--- src/rtl/uart_key_rx.sv ---
// Reassembles key_down frames (header, key bytes LSB first, XOR checksum) from a
// UART byte stream into a KEYS-bit key vector, with checksum and gap-timeout checks.
module uart_key_rx #(
  parameter int unsigned KEYS    = 40,
  parameter logic [7:0]  HEADER  = 8'hA5,
  parameter int unsigned TIMEOUT = 240000
) (
  input  logic            clk,
  input  logic            rst,
  input  logic [7:0]      read_data,
  input  logic            read_done,
  output logic [KEYS-1:0] key_state,
  output logic            frame_valid,
  output logic            crc_err,
  output logic            timeout,
  output logic [7:0]      err_cnt,
  output logic            busy
);

  localparam int unsigned NBYTES = KEYS / 8;
  localparam int unsigned IDX_W  = (NBYTES > 1) ? $clog2(NBYTES) : 1;
  localparam int unsigned GAP_W  = (TIMEOUT > 1) ? $clog2(TIMEOUT) : 1;

  localparam logic [IDX_W-1:0] IDX_LAST = IDX_W'(NBYTES - 1);
  localparam logic [GAP_W-1:0] GAP_MAX  = GAP_W'(TIMEOUT - 1);

  typedef enum logic [1:0] {
    HUNT  = 2'd0,
    DATA  = 2'd1,
    CHECK = 2'd2
  } state_t;

  state_t            state_q, state_d;
  logic [IDX_W-1:0]  idx_q, idx_d;
  logic [7:0]        acc_q, acc_d;
  logic [GAP_W-1:0]  gap_q, gap_d;
  logic [KEYS-1:0]   shadow_q, shadow_d;
  logic [KEYS-1:0]   key_state_q, key_state_d;
  logic              read_done_q;
  logic              frame_valid_q, frame_valid_d;
  logic              crc_err_q, crc_err_d;
  logic              timeout_q, timeout_d;
  logic [7:0]        err_cnt_q, err_cnt_d;
  logic              busy_q, busy_d;
  logic              strobe;
  logic              expired;

  // read_done is a level that may be held; only its rising edge delivers a byte.
  assign strobe  = read_done & ~read_done_q;
  assign expired = (state_q != HUNT) && !strobe && (gap_q == GAP_MAX);

  // NOTE: combinational next-state logic uses blocking assignments with every
  // target defaulted first, so no path leaves a variable unassigned (no latch).
  always_comb begin
    state_d       = state_q;
    idx_d         = idx_q;
    acc_d         = acc_q;
    gap_d         = gap_q;
    shadow_d      = shadow_q;
    key_state_d   = key_state_q;
    frame_valid_d = 1'b0;
    crc_err_d     = 1'b0;
    timeout_d     = 1'b0;
    err_cnt_d     = err_cnt_q;

    case (state_q)
      HUNT: begin
        gap_d = '0;
        if (strobe && (read_data == HEADER)) begin
          state_d = DATA;
          idx_d   = '0;
          acc_d   = '0;
        end
      end
      DATA: begin
        // A byte equal to HEADER is plain data here; there is no resync mid-frame.
        if (strobe) begin
          shadow_d[8*idx_q +: 8] = read_data;
          acc_d                  = acc_q ^ read_data;
          if (idx_q == IDX_LAST) state_d = CHECK;
          else                   idx_d   = idx_q + IDX_W'(1);
        end
      end
      CHECK: begin
        if (strobe) begin
          state_d = HUNT;
          if (read_data == acc_q) begin
            key_state_d   = shadow_q;
            frame_valid_d = 1'b1;
          end else begin
            crc_err_d = 1'b1;
          end
        end
      end
      default: state_d = HUNT;
    endcase

    // Gap tracking inside a frame; a strobe in the expiry cycle wins.
    if (state_q != HUNT) begin
      if (strobe) begin
        gap_d = '0;
      end else if (expired) begin
        state_d   = HUNT;
        gap_d     = '0;
        timeout_d = 1'b1;
      end else begin
        gap_d = gap_q + GAP_W'(1);
      end
    end

    if ((crc_err_d || timeout_d) && (err_cnt_q != 8'hFF))
      err_cnt_d = err_cnt_q + 8'd1;

    busy_d = (state_d != HUNT);
  end

  // NOTE: the shadow frame buffer is reset along with everything else, so a
  // reset mid-frame leaves no stale key bytes behind.
  always_ff @(posedge clk) begin
    if (rst) begin
      state_q       <= HUNT;
      idx_q         <= '0;
      acc_q         <= '0;
      gap_q         <= '0;
      shadow_q      <= '0;
      key_state_q   <= '0;
      read_done_q   <= 1'b0;
      frame_valid_q <= 1'b0;
      crc_err_q     <= 1'b0;
      timeout_q     <= 1'b0;
      err_cnt_q     <= '0;
      busy_q        <= 1'b0;
    end else begin
      state_q       <= state_d;
      idx_q         <= idx_d;
      acc_q         <= acc_d;
      gap_q         <= gap_d;
      shadow_q      <= shadow_d;
      key_state_q   <= key_state_d;
      read_done_q   <= read_done;
      frame_valid_q <= frame_valid_d;
      crc_err_q     <= crc_err_d;
      timeout_q     <= timeout_d;
      err_cnt_q     <= err_cnt_d;
      busy_q        <= busy_d;
    end
  end

  assign key_state   = key_state_q;
  assign frame_valid = frame_valid_q;
  assign crc_err     = crc_err_q;
  assign timeout     = timeout_q;
  assign err_cnt     = err_cnt_q;
  assign busy        = busy_q;

endmodule

--- config.mk ---
export PLATFORM = sky130hd
export DESIGN_NAME = uart_key_rx
export DESIGN_NICKNAME = d
export VERILOG_FILES = /design/src/rtl/uart_key_rx.sv
export SDC_FILE = /design/constraint.sdc
export NUM_CORES = 1
export LEC_CHECK = 0
export BUFFER_PORTS_ARGS = -buffer_cell sky130_fd_sc_hd__buf_4
export CAP_MARGIN = 5
export CORE_ASPECT_RATIO = 0.9
export CORE_MARGIN = 2
export CORE_UTILIZATION = 42
export DETAILED_ROUTE_END_ITERATION = 10
export GPL_TIMING_DRIVEN = 0
export SLEW_MARGIN = 20
export SYNTH_ARGS = -nofsm -noshare
export SYNTH_HDL_FRONTEND = slang
export SYNTH_SLANG_ARGS = --single-unit
--- constraint.sdc ---
create_clock -name clk -period 5.55 [get_ports clk]
set_input_delay 0.555 -clock clk [delete_from_list [all_inputs] [get_ports clk]]
set_output_delay 0.555 -clock clk [all_outputs]
set_load 0.1 [all_outputs]
### After elaboration in Yosys (flattened, before gate mapping)

Cells that the tools add are included.
Widths: inputs -> output; s select.

| cells by class | value |
|---|---|
| $add $sub $neg | 4 |
| multiply operators | 0 |
| div/mod/pow operators | 0 |
| magnitude comparators | 0 |
| eq/ne operators | 10 |
| shift operators | 2 |
| muxes and demuxes | 27 |
| bitwise gates (word level) | 5 |
| reductions and logical operators | 16 |

Operator list:

| kind | number |
|---|---|
| $mux 18 | 4 |
| $bwmux 40 | 1 |
| $shift 8x34->40 const A | 1 |
| $shiftx 8x34->40 | 1 |
| $neg 6->34 | 1 |
| $add 18x1->18 const B | 1 |
| $eq 18x18->1 const B | 1 |
| $mux 8 | 2 |
| $pmux 8 s2 | 1 |
| $mux 2 | 7 |
| $mux 3 | 3 |
| $add 8x1->8 const B | 1 |
| $eq 8x8->1 | 1 |
| $eq 8x8->1 const B | 1 |
| $ne 8x8->1 const B | 1 |
| $reduce_bool 2->1 | 4 |
| $xor 8x8->8 | 1 |
| $mux 1 | 7 |
| $ne 2x2->1 const B | 3 |
| $pmux 2 s3 | 1 |
| $pmux 3 s2 | 1 |
| $reduce_and 3->1 | 2 |
| $logic_and 1x1->1 | 4 |
| $reduce_and 4->1 | 1 |
| 11 further kinds | 13 |

| word-level totals | value |
|---|---|
| bits in registers | 124 |
| latch bits | 0 |
| bits in writable memories | 0 |
| bits in read-only memories | 0 |
| output and inout bits | 52 |
| word-level logic and storage cells | 76 |
| memories | 0 |

### Longest topological paths before layout

Gate-level depths: netlist of run 1.

| depth | value |
|---|---|
| depth in word-level cells | 10 |
| mapped depth | 9 |
| depth with buffers taken out | 8 |

### Least setup slack after synthesis of run 1

OpenSTA, ideal clock, no wires.

| path | value |
|---|---|
| path kind | reg-to-reg |
| start point | register idx_q[0] |
| end point | register shadow_q[32] |
| library setup time | 132 ps |
| arrival | 2554 ps |
| slack | 2864 ps |
| cell stages (with the launch flop) | 10 |
| buffers on the path | 1 |
| path through | dfxtp_1 -> clkbuf_1 -> inv_1 -> ha_1 -> ha_1 -> nand2b_1 -> nor3_1 -> o211ai_1 -> nand2_1 -> a21oi_1 |

| on the way | value |
|---|---|
| longest elaborated chain between the ends | 3 |
| elaborated cells between the ends (all ways) | 4 |
| classes of those cells | 1 x add/sub; 2 x shift; 1 x mux |

RTL lines:

| item | RTL line | source |
|---|---|---|
| start: declaration | 34 | `logic [IDX_W-1:0] idx_q, idx_d;` |
| start signal: assignment | 135 | `idx_q <= idx_d;` |
| $neg 6->34 * | 78 | `shadow_d[8*idx_q +: 8] = read_data;` |
| $shiftx 8x34->40 or $shift 8x34->40 (tied branches) | 78 |  |
| $bwmux 40 * | 78 |  |
| end signal: assignment | 138 | `shadow_q <= shadow_d;` |
| end: declaration | 37 | `logic [KEYS-1:0] shadow_q, shadow_d;` |

Every way passes the cells marked *; elsewhere a longest branch is shown, timed or not.
A chain may end at the register's enable or synchronous reset.

### Worst setup path in the final report of run 1

| path | value |
|---|---|
| start point | register idx_q[0] |
| end point | register shadow_q[33] |

The elaborated chain is that of the path after synthesis.

==> metrics.csv, run 1 <==
metric,value,unit
status,"complete, no violations",
io_buffers,54,
hp-class,input port to register,
diodes,0,
maxCapViolCount,0,
slew-limit-headroom,0.354,
cp_max_fo,10,
clkPwrFrac,0.558,
critical_path_class,register to register,
cp.arrival,3.67,ns
antenna_found_initial,0,
ff_latch_area,0.00248,mm^2
path_common_cell,ha_1,
cts_htree_levels,4,
ys_ff_latch,124,
drc,0,
num_rows,38,
ios,63,
crit_chain,"clkbuf_1, inv_1, ha_1, ha_1, nand2b_1, nor3_1, o211ai_1, nand2_1, a21oi_1",
clock_latency,0.42,ns
viasPerCell,5.17,
drtPass1Iterations,4,
yosysSeqAreaShare,0.480,
die_h,109,um
numCtsBuffers,17,
post-place-ws,2.18,ns
dpl_cell_area,0.00578,mm^2
area_growth,24.0,%
grt_max_degree,17,
fin_crit_sh,0.611,
p_int,0.00168,W
cts_tree,built,
clk_path_buf_depth,2,
required,5.83,ns
synthDistinctLibCells,43,
period_needed,3.39,ns
worst_slew_pin_slew,0.961,ns
fmax,295,MHz
final_area,0.00641,mm^2
multi_input_area,0.00252,mm^2
synth_cells,580,
final-hold-violation-count,0,
max-vdd-ir-drop,0.364,mV
grt_use_total,0.190,
gp_congestion,0.835,
yosys_warnings,0,
nets,673,
synthFlopType,dfxtp_1,
drt_wl_total,12000,um
cts_resized,0,
start_kind,register,
finalClockSkew,0.00702,ns
setup_ws,2.16,ns
grt_pass1_wl,19400,um
root_buffer,clkbuf_16,
slew_viol_final,0,
die_area,0.0132,mm^2
nFillCells,1114,
drive_gt1_frac,0.143,
ctsHoldBuffers,0,
sw_frac_of_total,0.202,
rsz0062_at_grt,no,
avgRoutedWirePerCell,14.5,um
die_w,121,um
grt_pass1_vias,3958,
post_cts_buffers,0,
drtIter0Drc,278,
p_comb_frac,0.019,
end_kind,register,
whs,0.375,ns
grt_overflow,0,
final.setup.tns,0,ns
p_switching,0.000425,W
synth_edf_count,0,
dp_hpwl,8350,um
async_flop_share,0,
setup-violations-final,0,
start_util,0.430,
syn_avg_cell_area,8.92,um^2
coreArea,0.0120,mm^2
pwr-share-seq,0.423,
power-per-cell-area,328,mW/mm^2
drtAntennaViolNets,0,
synth_fp_nets,600,
clkSinkCount,124,
dr_total_vias,4273,
leakage,2.70,nW
path_clk_slew,0.05,ns
cpPeakStageDelay,0.75,ns
syn_area,0.00517,mm^2
cp_slowest_cell,nor3_1,
==> through the flow <==
step	total power, W	instances	util
5_1_grt	0.00216	826	0.533
6_report	0.00211	826	0.533
3_5_place_dp	0.000951	794	0.480
3_3_place_gp	0.000951	794	0.480
4_1_cts	0.00213	826	0.533
2_1_floorplan	0.000935	580	-
==> layout by cell type, fill, tap and decap left out, types with 3 or more instances in the layout <==
master / n
a211oi_1: 3
a21oi_1: 47
and2_1: 3
and3_1: 6
buf_2: 5
buf_4: 54
bufinv_16: 4
clkbuf_1: 28
clkbuf_16: 17
clkbuf_8: 3
clkinv_2: 5
clkinvlp_4: 3
dfxtp_1: 124
ha_1: 9
inv_1: 8
mux2_1: 6
mux2i_1: 49
nand2_1: 50
nand2b_1: 6
nand3_1: 35
nand3b_1: 8
nand4_1: 17
nor2_1: 95
nor2b_1: 10
nor3_1: 7
o21ai_0: 10
o21ai_1: 4
or4_1: 3
xnor2_1: 15
xor2_1: 10
==> registers in the layout (all words and copies together) (netlist names) <==
| name | count |
|---|---|
| acc_q | 8 |
| busy | 1 |
| crc_err | 1 |
| err_cnt | 8 |
| frame_valid | 1 |
| gap_q | 18 |
| idx_q | 3 |
| key_state | 40 |
| read_done_q | 1 |
| shadow_q | 40 |
| state_q | 2 |
| timeout | 1 |
==> worst paths after layout <==
path | startpoint | to | slack [ns] | cells past startpoint
worst max-delay path | idx_q[0]$_SDFFE_PP0P_ | shadow_q[33]$_SDFFE_PP0P_ | 2.16 | 9
worst min-delay path | read_done | read_done_q$_SDFF_PP0_ | 0.37 | 2
worst max register to register | idx_q[0]$_SDFFE_PP0P_ | shadow_q[33]$_SDFFE_PP0P_ | 2.16 | 9
worst min register to register | gap_q[0]$_SDFF_PP0_ | gap_q[0]$_SDFF_PP0_ | 0.45 | 1
==> final cells by class <==
type                    count  area share
multi-input cells         413       0.392
well taps                 160      0.0312
inverters                   8     0.00468
plain buffers              35      0.0226
flip-flops and latches    124       0.387
repair buffers             54      0.0632
clock inverters            12      0.0261
clock buffers              20      0.0728
==> per-layer routing <==
metal | vias up | global-route usage | share of wire
li1 | 2145 | - | -
met3 | 16 | 0.0524 | 0.051
met5 | - | 0 | 0
met2 | 94 | 0.305 | 0.46
met1 | 2018 | 0.238 | 0.48
met4 | 0 | 0.0880 | 0.018
==> synth_stat cells (all sizes together), types with 7 or more instances <==
cell / instances / area [um^2]
xor2: 10 / 87.6
nor3: 7 / 35.0
ha: 9 / 113
nand2: 50 / 188
mux2i: 49 / 490
nor2: 95 / 357
nand3b: 8 / 60.1
dfxtp: 124 / 2480
nand4: 18 / 119
buf: 7 / 40.0
a21oi: 47 / 235
clkbuf: 28 / 105
nor2b: 10 / 62.6
o21ai: 14 / 70.1
xnor2: 15 / 131
inv: 8 / 30.0
nand3: 35 / 175
==> worst max-delay path: cells and delay by family (launching register included) <==
kind                       cells  cell delay, ns
buffers and inverters          2            0.57
adders and majority gates      2            0.60
AOI/OAI and AO/OA              2            0.57
DFF                            1            0.44
and+or+nand+nor                3            1.07
==> power groups by stage <==
stage / logic [W] / registers, W / clock network [W]
floorplan: 0.0000245 / 0.000911 / 0
global placement: 0.0000402 / 0.000910 / 0
detailed placement: 0.0000404 / 0.000910 / 0
CTS: 0.0000404 / 0.000891 / 0.00119
global route: 0.0000440 / 0.000891 / 0.00123
finish: 0.0000402 / 0.000892 / 0.00117
==> kinds of logic (layout without fill, tap and decap cells) <==
| family | after synthesis | count (layout) | share of synthesized area |
|---|---|---|---|
| compound gates | 73 | 73 | 0.0832 |
| xor+xnor | 25 | 25 | 0.0423 |
| simple gates | 251 | 251 | 0.231 |
| flops | 124 | 124 | 0.480 |
| mux | 55 | 55 | 0.108 |
| fa+ha+maj | 9 | 9 | 0.0218 |
| buf+inv | 43 | 129 | 0.0339 |
Note: power is estimated with default switching activity, not from simulation.
==> run 2, diff against run 1 <==
- clock period: 5.55 -> 3.4 ns (I/O delays scaled with it)
==> metrics.csv, run 2 (synthesized netlist as in run 1, its figures left out) <==
metric,value,unit
dpl_cell_area,0.00578,mm^2
area_growth,24.1,%
drc,0,
final_area,0.00642,mm^2
cp.arrival,3.29,ns
ios,63,
post_cts_buffers,0,
setup_ws,0.388,ns
grt_overflow,0,
grt_use_total,0.190,
diodes,0,
gp_congestion,0.835,
final-hold-violation-count,0,
drtIter0Drc,278,
final.setup.tns,0,ns
period_needed,3.01,ns
multi_input_area,0.00252,mm^2
whs,0.160,ns
die_h,109,um
num_rows,38,
leakage,2.71,nW
coreArea,0.0120,mm^2
io_buffers,54,
start_util,0.430,
status,"complete, no violations",
numCtsBuffers,17,
slew-limit-headroom,0.478,
drtAntennaViolNets,0,
final_common_cell,dfxtp_1,
required,3.68,ns
maxCapViolCount,0,
path_clk_slew,0.05,ns
worst_slew_pin_slew,0.782,ns
cts_htree_levels,4,
min-delay-start,read_done,
clk_path_buf_depth,2,
grt_pass1_vias,3958,
power-per-cell-area,536,mW/mm^2
power,0.00344,W
drt_wl_total,12000,um
drtPass1Iterations,4,
clock_latency,0.42,ns
clkSinkCount,124,
drive_gt1_frac,0.144,
fmax,332,MHz
r2r_cells,9,
nFillCells,1113,
ff_latch_area,0.00248,mm^2
r2r_setup_slack,0.39,ns
root_buffer,clkbuf_16,
avgRoutedWirePerCell,14.5,um
end_kind,register,
grt_max_degree,17,
grt_pass1_wl,19400,um
antenna_found_initial,0,
hold_depth,2,
dr_total_vias,4259,
cp_max_fo,10,
die_area,0.0132,mm^2
die_w,121,um
rsz0062_at_grt,no,
max-vdd-ir-drop,0.595,mV
nets,673,
layout_common_cells,"124 x dfxtp_1, 95 x nor2_1, 54 x buf_4",
post-place-ws,0.0328,ns
dp_hpwl,8350,um
r2r_end,shadow_q[33]$_SDFFE_PP0P_,
finalClockSkew,0.00733,ns
critical_path_class,register to register,
worst_hold_path.endpoint,read_done_q$_SDFF_PP0_,
viasPerCell,5.16,
r2r_start,idx_q[0]$_SDFFE_PP0P_,
hp-class,input port to register,
start_kind,register,
setup-violations-final,0,
slew_viol_final,0,
fin_crit_sh,0.886,
cts_tree,built,
## run 2: changes by cell type in the layout (fill, tap and decap cells not counted)
cell	delta
nor3_2	+1
nor3_1	-1
## run 2: area by class of cell
cell class,instances,share of cell area
Buffer,35,0.0226
Clock buffer,20,0.0727
Multi-Input combinational cell,413,0.393
Sequential cell,124,0.387
Timing Repair Buffer,54,0.0632
Tap cell,160,0.0312
Inverter,8,0.00468
Clock inverter,12,0.0261
## run 2: repair_timing
action                     CTS  global route
hold buffers                 0             0
setup endpoints to repair    0             8
resized for setup            0             1
## run 2: worst max-delay path, cell delays in order, from the launching register on
cell and delay [ns]:
dfxtp_1 0.44, clkbuf_1 0.39, inv_1 0.19, ha_1 0.26, ha_1 0.34, nand2b_1 0.13
nor3_2 0.45, o211ai_1 0.41, nand2_1 0.18, a21oi_1 0.08
## run 2: how the worst max path moves through the flow
stage / start / endpoint / slack [ns] / cells after the start
final: idx_q[0]$_SDFFE_PP0P_ / shadow_q[33]$_SDFFE_PP0P_ / 0.39 / 9
after floorplan: idx_q[0]$_SDFFE_PP0P_ / shadow_q[32]$_SDFFE_PP0P_ / 0.71 / 9
after global placement: idx_q[0]$_SDFFE_PP0P_ / shadow_q[39]$_SDFFE_PP0P_ / 0.14 / 9
after global routing: idx_q[0]$_SDFFE_PP0P_ / shadow_q[37]$_SDFFE_PP0P_ / 0.13 / 9
after CTS: idx_q[0]$_SDFFE_PP0P_ / shadow_q[33]$_SDFFE_PP0P_ / 0.02 / 9
after detailed placement: idx_q[0]$_SDFFE_PP0P_ / shadow_q[33]$_SDFFE_PP0P_ / 0.03 / 9
## run 2: per-stage QoR
stage / utilization / cells
finish: 0.534 / 826
global route: 0.534 / 826
CTS: 0.533 / 826
global placement: 0.480 / 794
detailed placement: 0.480 / 794
floorplan: - / 580
## run 2: metal layers
metal  GRT usage  share of wire
met3      0.0524          0.050
met5           0              0
met4      0.0880          0.018
met2       0.305           0.45
met1       0.238           0.48
## run 2: power breakdown
group | switching, W | leakage, nW | internal [W]
sequential | 0.000000495 | 0.998 | 0.00145
combinational | 0.0000514 | 1.40 | 0.0000141
clock | 0.000642 | 0.308 | 0.00128
